File: config.mk
export PLATFORM = sky130hd
export DESIGN_NAME = double_to_sig16b
export DESIGN_NICKNAME = d
export VERILOG_FILES = /design/src/rtl/double_to_sig16b.sv
export SDC_FILE = /design/constraint.sdc
export NUM_CORES = 1
export LEC_CHECK = 0
export CAP_MARGIN = 20
export CORE_MARGIN = 1
export CORE_UTILIZATION = 36
export CTS_BUF_LIST = sky130_fd_sc_hd__clkbuf_4 sky130_fd_sc_hd__clkbuf_8
export DETAILED_ROUTE_END_ITERATION = 12
export PLACE_DENSITY = 0.61
export SLEW_MARGIN = 20
export SYNTH_ARGS = -nofsm -noshare
export SYNTH_HDL_FRONTEND = slang
export SYNTH_SLANG_ARGS = --single-unit
File: constraint.sdc
create_clock -name clk_operation -period 3.5 [get_ports clk_operation]
set_clock_uncertainty 0.1 [all_clocks]
set_input_delay 0.525 -clock clk_operation [delete_from_list [all_inputs] [get_ports clk_operation]]
set_output_delay 0.525 -clock clk_operation [all_outputs]
set_load 0.02 [all_outputs]
File: src/rtl/double_to_sig16b.sv
// double_to_sig16b: converts an IEEE-754 double, which is already on the 16-bit
// integer scale, to a signed 16-bit sample. The result is rounded half away from
// zero and saturated to the 16-bit range.
// Special values (NaN, Inf, out-of-range, exact -32768, |x| < 0.5) resolve in
// one clock. Normal values shift the mantissa right one bit per clock until the
// integer part is aligned. The last bit shifted out is kept as the rounding bit.
module double_to_sig16b (
    input  logic        clk_operation,
    input  logic        rst,
    input  logic        enable,
    input  logic [63:0] double,
    output logic [15:0] sig16b,
    output logic        ready,
    output logic        overflow
);

    typedef enum logic [1:0] {
        IDLE  = 2'd0,
        SHIFT = 2'd1,
        ROUND = 2'd2
    } state_t;

    state_t      state;
    logic        sign;
    logic [52:0] mant;
    logic [5:0]  k;
    logic        g;
    logic        bypass;
    logic [15:0] spec_result;
    logic        spec_ovf;

    logic        in_s;
    logic [10:0] in_e;
    logic [51:0] in_f;
    logic        cls_special;
    logic [15:0] cls_result;
    logic        cls_ovf;
    logic [5:0]  k_load;
    logic [16:0] mag;

    assign in_s = double[63];
    assign in_e = double[62:52];
    assign in_f = double[51:0];

    // Shift count 1075 - E, only used for E in 1022..1037, so it lies in 38..53.
    // That range fits in 6 bits, so the low exponent bits are enough (1075 mod 64 = 51).
    assign k_load = 6'd51 - in_e[5:0];

    // Rounded magnitude: the aligned integer part plus the last bit shifted out.
    assign mag = {1'b0, mant[15:0]} + {16'd0, g};

    // Classify the incoming operand. Each special value gets its final result here.
    always_comb begin
        cls_special = 1'b1;
        cls_result  = 16'h0000;
        cls_ovf     = 1'b0;
        if (in_e == 11'd2047 && in_f != 52'd0) begin
            cls_result = 16'h0000;
            cls_ovf    = 1'b1;
        end else if (in_e == 11'd2047 || in_e >= 11'd1039 ||
                     (in_e == 11'd1038 && !(in_s && in_f == 52'd0))) begin
            cls_result = in_s ? 16'h8000 : 16'h7FFF;
            cls_ovf    = 1'b1;
        end else if (in_e == 11'd1038) begin
            cls_result = 16'h8000;
            cls_ovf    = 1'b0;
        end else if (in_e < 11'd1022) begin
            cls_result = 16'h0000;
            cls_ovf    = 1'b0;
        end else begin
            cls_special = 1'b0;
        end
    end

    // Control FSM: accepts a request, shifts the mantissa, then writes the rounded result.
    always_ff @(posedge clk_operation or negedge rst) begin
        if (!rst) begin
            state       <= IDLE;
            sig16b      <= 16'h0000;
            ready       <= 1'b0;
            overflow    <= 1'b0;
            k           <= 6'd0;
            g           <= 1'b0;
            sign        <= 1'b0;
            mant        <= 53'd0;
            bypass      <= 1'b0;
            spec_result <= 16'h0000;
            spec_ovf    <= 1'b0;
        end else begin
            case (state)
                IDLE: begin
                    if (enable) begin
                        ready <= 1'b0;
                        sign  <= in_s;
                        if (cls_special) begin
                            // The result is already known. ROUND publishes it on the next edge.
                            spec_result <= cls_result;
                            spec_ovf    <= cls_ovf;
                            bypass      <= 1'b1;
                            state       <= ROUND;
                        end else begin
                            mant   <= {1'b1, in_f};
                            k      <= k_load;
                            g      <= 1'b0;
                            bypass <= 1'b0;
                            state  <= SHIFT;
                        end
                    end
                end
                SHIFT: begin
                    g    <= mant[0];
                    mant <= mant >> 1;
                    k    <= k - 6'd1;
                    if (k == 6'd1) begin
                        state <= ROUND;
                    end
                end
                ROUND: begin
                    if (bypass) begin
                        sig16b   <= spec_result;
                        overflow <= spec_ovf;
                    end else if (!sign && mag > 17'd32767) begin
                        sig16b   <= 16'h7FFF;
                        overflow <= 1'b1;
                    end else if (sign && mag > 17'd32768) begin
                        sig16b   <= 16'h8000;
                        overflow <= 1'b1;
                    end else begin
                        sig16b   <= sign ? (~mag[15:0]) + 16'd1 : mag[15:0];
                        overflow <= 1'b0;
                    end
                    ready <= 1'b1;
                    state <= IDLE;
                end
                default: begin
                    state <= IDLE;
                end
            endcase
        end
    end

endmodule

-- Word level (Yosys, flattened, before mapping)
Index checks and enable logic that the tools add are counted.
- flip-flop bits (word level): 99
- word-level logic and storage cells: 80
- $add $sub $neg: 4
- $lt $le $gt $ge: 4
- equal/unequal tests: 8
- muxes and demuxes: 33
- bitwise logic cells: 1
- reductions and logical operators: 19
- operators by type and width (kind ; number):
    16-bit 2-to-1 mux ; 8
    53-bit 2-to-1 mux ; 2
    53-bit one-hot mux with 2 select lines ; 1
    52-bit logical NOT ; 1
    52-bit nonzero test ; 1
    11-bit == test, second input constant ; 2
    16-bit by 1-bit adder with 17-bit output ; 1
    17-bit by 15-bit greater-than comparator with 1-bit output, second input constant ; 1
    17-bit by 16-bit greater-than comparator with 1-bit output, second input constant ; 1
    16-bit by 1-bit adder with 16-bit output, second input constant ; 1
    16-bit NOT ; 1
    1-bit 2-to-1 mux ; 13
    6-bit 2-to-1 mux ; 2
    6-bit one-hot mux with 2 select lines ; 1
    11-bit greater-or-equal comparator, second input constant ; 1
    11-bit by 10-bit < comparator with 1-bit output, second input constant ; 1
    6-bit by 1-bit == test with 1-bit output, second input constant ; 1
    2-bit 2-to-1 mux ; 3
    2-bit inequality test, second input constant ; 3
    2-bit AND reduction ; 3
    3-bit AND reduction ; 2
    6-bit by 1-bit subtractor with 6-bit output, second input constant ; 1
    6-bit subtractor, first input constant ; 1
    1-bit logical AND ; 5
    other kinds (8) ; 12

-- Depth between registers and ports, before layout
- depth after elaboration: 10
- gate-level depth with buffers: 10
- depth with buffers taken out: 9

-- Least setup slack after synthesis
Ideal clock, no wire load.
- path type: register -> register
- start point: register mant[0]
- end point: register sig16b[10]
- data arrival time: 2.644 ns
- setup slack: 0.689 ns
- cell stages (with the launch flop): 11
- path buffers: 1
- path through: dfrtp_1 > ha_1 > ha_1 > ha_1 > or4_1 > a211oi_1 > o2111a_1 > a31o_2 > and2b_1 > buf_2 > a221o_1
- word-level cells in the longest chain between the ends: 7
- RTL lines (item ; line ; text):
    start, declared ; 25 ; logic [52:0] mant;
    start signal, assigned ; 102 ; mant <= {1'b1, in_f};
    start signal, assigned ; 112 ; mant <= mant >> 1;
    16-bit by 1-bit adder with 17-bit output (*) ; 50 ; assign mag = {1'b0, mant[15:0]} + {16'd0, g};
    16-bit NOT ; 129 ; sig16b <= sign ? (~mag[15:0]) + 16'd1 : mag[15:0];
    16-bit by 1-bit adder with 16-bit output ; 129 ;
    16-bit 2-to-1 mux ; 129 ;
    16-bit 2-to-1 mux ; 125 ; end else if (sign && mag > 17'd32768) begin
    16-bit 2-to-1 mux (*) ; 122 ; end else if (!sign && mag > 17'd32767) begin
    16-bit 2-to-1 mux (*) ; 119 ; if (bypass) begin
    end signal, assigned ; 120 ; sig16b <= spec_result;
    end signal, assigned ; 129 ;
    end, declared ; 12 ; output logic [15:0] sig16b,
Every way passes the cells marked *; elsewhere a longest branch is shown, timed or not.
A chain may end at the register's enable or synchronous reset.

-- Worst setup path after layout
- start point: register mant[0]
- end point: register sig16b[2]
The elaborated chain is that of the path after synthesis.

==> impl_metrics.toml <==
[floorplan]
die_area_um2 = 14500
die_w_um = 120
start_util_pct = 37.5
die_h_um = 120
ios = 85
core_area_um2 = 13500
row_count = 42

[pwr]
total_power_w = 0.00345
ir_drop_mv = 0.214
p_leak_nw = 2.53
power_density_nw_per_um2 = 555

[logic_synthesis]
synth_flop_cell = "dfrtp_1"
synth_edf_count = 0
ys_seq_elements = 85
synth_fp_nets = 671
synth_largest_type_area_fraction_pct = 42.2
synthTopCellsByArea = "dfrtp_1 (42%), nand2_1 (9.7%), a31oi_1 (7.1%)"
netlist_instances = 595
yosysTopAreaCell = "dfrtp_1"
synth-seq-area-share_pct = 42.2
async_reset_ff_share_pct = 100
synth_warnings = 0
syn_area_per_cell_um2 = 8.48
ys_types = 63
syn_area_um2 = 5040

[sta]
hold_violations = 0
finalCritPeriodShare_pct = 90.9
max_freq_mhz = 314
period_minus_slack_ns = 3.18
slew_viol_final = 0
fin_setup_tns_ns = 0
slew_headroom_pct = 39.3
rsz0062_at_grt = "no"
setup_viol = 0
worst_slew_pin_slew_ns = 0.911

[grt]
grt_pass1_wl_um = 20500
grt_usage_pct = 18.0
grt_pass1_vias = 4166
gr-total-overflow = 0
antenna_found_initial = 0
grt_max_degree = 116

[clock_network]
cts.sinks = 85
holdBufCountCts = 0
clk_pin_slew_ns = 0.08
h-tree-depth = 3
clk_latency_ns = 0.37
cts_buffers = 9
cts-root-buf = "clkbuf_8"
post_cts_buffers = 0
cts_resized = 0
cts_tree = "built"
clockBufferDepth = 2

[routing]
drc = 0
ant_nets = 0
top_layer = "met4"
wl_met1_um = 5670
dr.pass1.iters = 4
wl_met3_um = 598
vias_per_cell = 5.36
drt_iter0_drc = 247
routed_wl_um = 12300
routedWlPerCell_um = 14.7
num_vias = 4487
dr_wl_met2_um = 5840

[critical_path]
cp_max_fo = 15
start_kind = "register"
rr_startpoint = "mant[0]$_DFFE_PN0P_"
crit_type = "register to register"
crit_path_end_kind = "register"
arrival_ns = 3.38
critPathLaunch = "mant[0]$_DFFE_PN0P_"
cp.required_ns = 3.70

[finish]
antenna_cells = 0
final_nets = 732
fin_util_pct = 46.3
design_area_um2 = 6220
area_delta_synth_final_pct = 23.4
drive_above_1_share_pct = 6.96

[place]
io_buffer_count = 84
hpwl_um = 9060
place_area_um2 = 5970
gp_congestion = 0.850

[job]
cap_violations = 0

[min_path]
hold_path_class = "input pin to asynchronous set/reset pin"

[outcome]
status = "completed"
-- area by class of cell --
cell class,instances,area (um^2)
multi-input cells,456,2690
well taps,176,220
inverters,12,45.0
clock buffers,11,145
fillers,1378,7230
repair buffers,92,918
flip-flops and latches,85,2130
clock inverters,5,81.3
-- layout by cell type, fill, tap and decap left out, types with 6 or more instances in the layout --
cell type,n
o21ai_0,17
a221o_1,15
xor2_1,12
buf_4,8
inv_1,12
nand3_1,10
ha_1,9
xnor2_1,18
a21oi_1,10
a31oi_1,57
clkdlybuf4s50_1,83
clkbuf_8,10
o31ai_1,6
nor2_1,69
nand2_1,131
nor3_1,7
nor4_1,18
dfrtp_1,85
-- worst max-delay path, stage by stage (launching register included) --
cell and delay (ns):
dfrtp_1 0.41, ha_1 0.17, ha_1 0.29, nand2_1 0.24, nor4_2 0.36, xor2_1 0.21
nand2b_1 0.23, or4b_4 0.53, a21oi_4 0.37, a221o_1 0.21
-- synthesized netlist by cell type, drive strengths merged, types with 3 or more instances --
master and n:
a211oi 3, a21oi 11, a221o 15, a31oi 57, and3 4, buf 16, clkbuf 26, dfrtp 85
ha 9, inv 12, nand2 131, nand2b 6, nand3 13, nand4 6, nor2 69, nor2b 4
nor3 9, nor3b 4, nor4 20, o21ai 18, o31ai 7, or3 4, xnor2 18, xor2 12
-- report_power, final --
group          total (W)  internal [W]  switching (W)
Sequential       0.00133       0.00117       0.000165
Clock           0.000795      0.000431       0.000364
Combinational    0.00133      0.000625       0.000704
-- final timing paths --
path                                              end  slack (ns)  cells after the start
min in group clk_operation          ready$_DFFE_PN0P_        0.39                      2
worst max register to register  sig16b[2]$_DFFE_PN0P_        0.32                      9
max in group asynchronous        mant[34]$_DFFE_PN0P_        2.45                      2
worst min register to register      ready$_DFFE_PN0P_        0.39                      2
worst max-delay path            sig16b[2]$_DFFE_PN0P_        0.32                      9
worst min-delay path               bypass$_DFFE_PN0P_        0.17                      1
-- logic make-up (layout without fill, tap and decap cells) --
kind of cell             count (synthesis)  count (layout)  share of synthesized area, %
AND/OR/NAND/NOR                        282             282                          26.2
AO/OA/AOI/OAI                          131             131                          18.5
flip-flops                              85              85                          42.2
buffers and inverters                   54             120                          4.84
XOR/XNOR                                30              30                          5.21
adder cells (fa/ha/maj)                  9               9                          2.23
multiplexers                             4               4                         0.843
-- through the flow --
| step | worst slack, ns | hold slack [ns] | cells |
|---|---|---|---|
| finish | 0.318 | 0.170 | 837 |
| global route | 0.119 | 0.252 | 837 |
| CTS | 0.362 | 0.198 | 836 |
| detailed placement | 0.334 | 0.377 | 820 |
| global placement | 0.375 | 0.368 | 820 |
| floorplan | 0.689 | 0.129 | 595 |
-- registers in the layout, summed over array words and instances (netlist names) --
| name | flops |
|---|---|
| ready | 1 |
| mant | 53 |
| g | 1 |
| sign | 1 |
| state | 2 |
| bypass | 1 |
| k | 6 |
| sig16b | 16 |
| spec_ovf | 1 |
| overflow | 1 |
| spec_result | 2 |
-- routing by layer --
metal	global-route usage [%]	vias to the layer above
li1	-	2244
met1	23.9	2130
met2	28.2	101
met3	4.29	12
met4	6.94	0
met5	0	-
(Power assumes the default switching activity.)
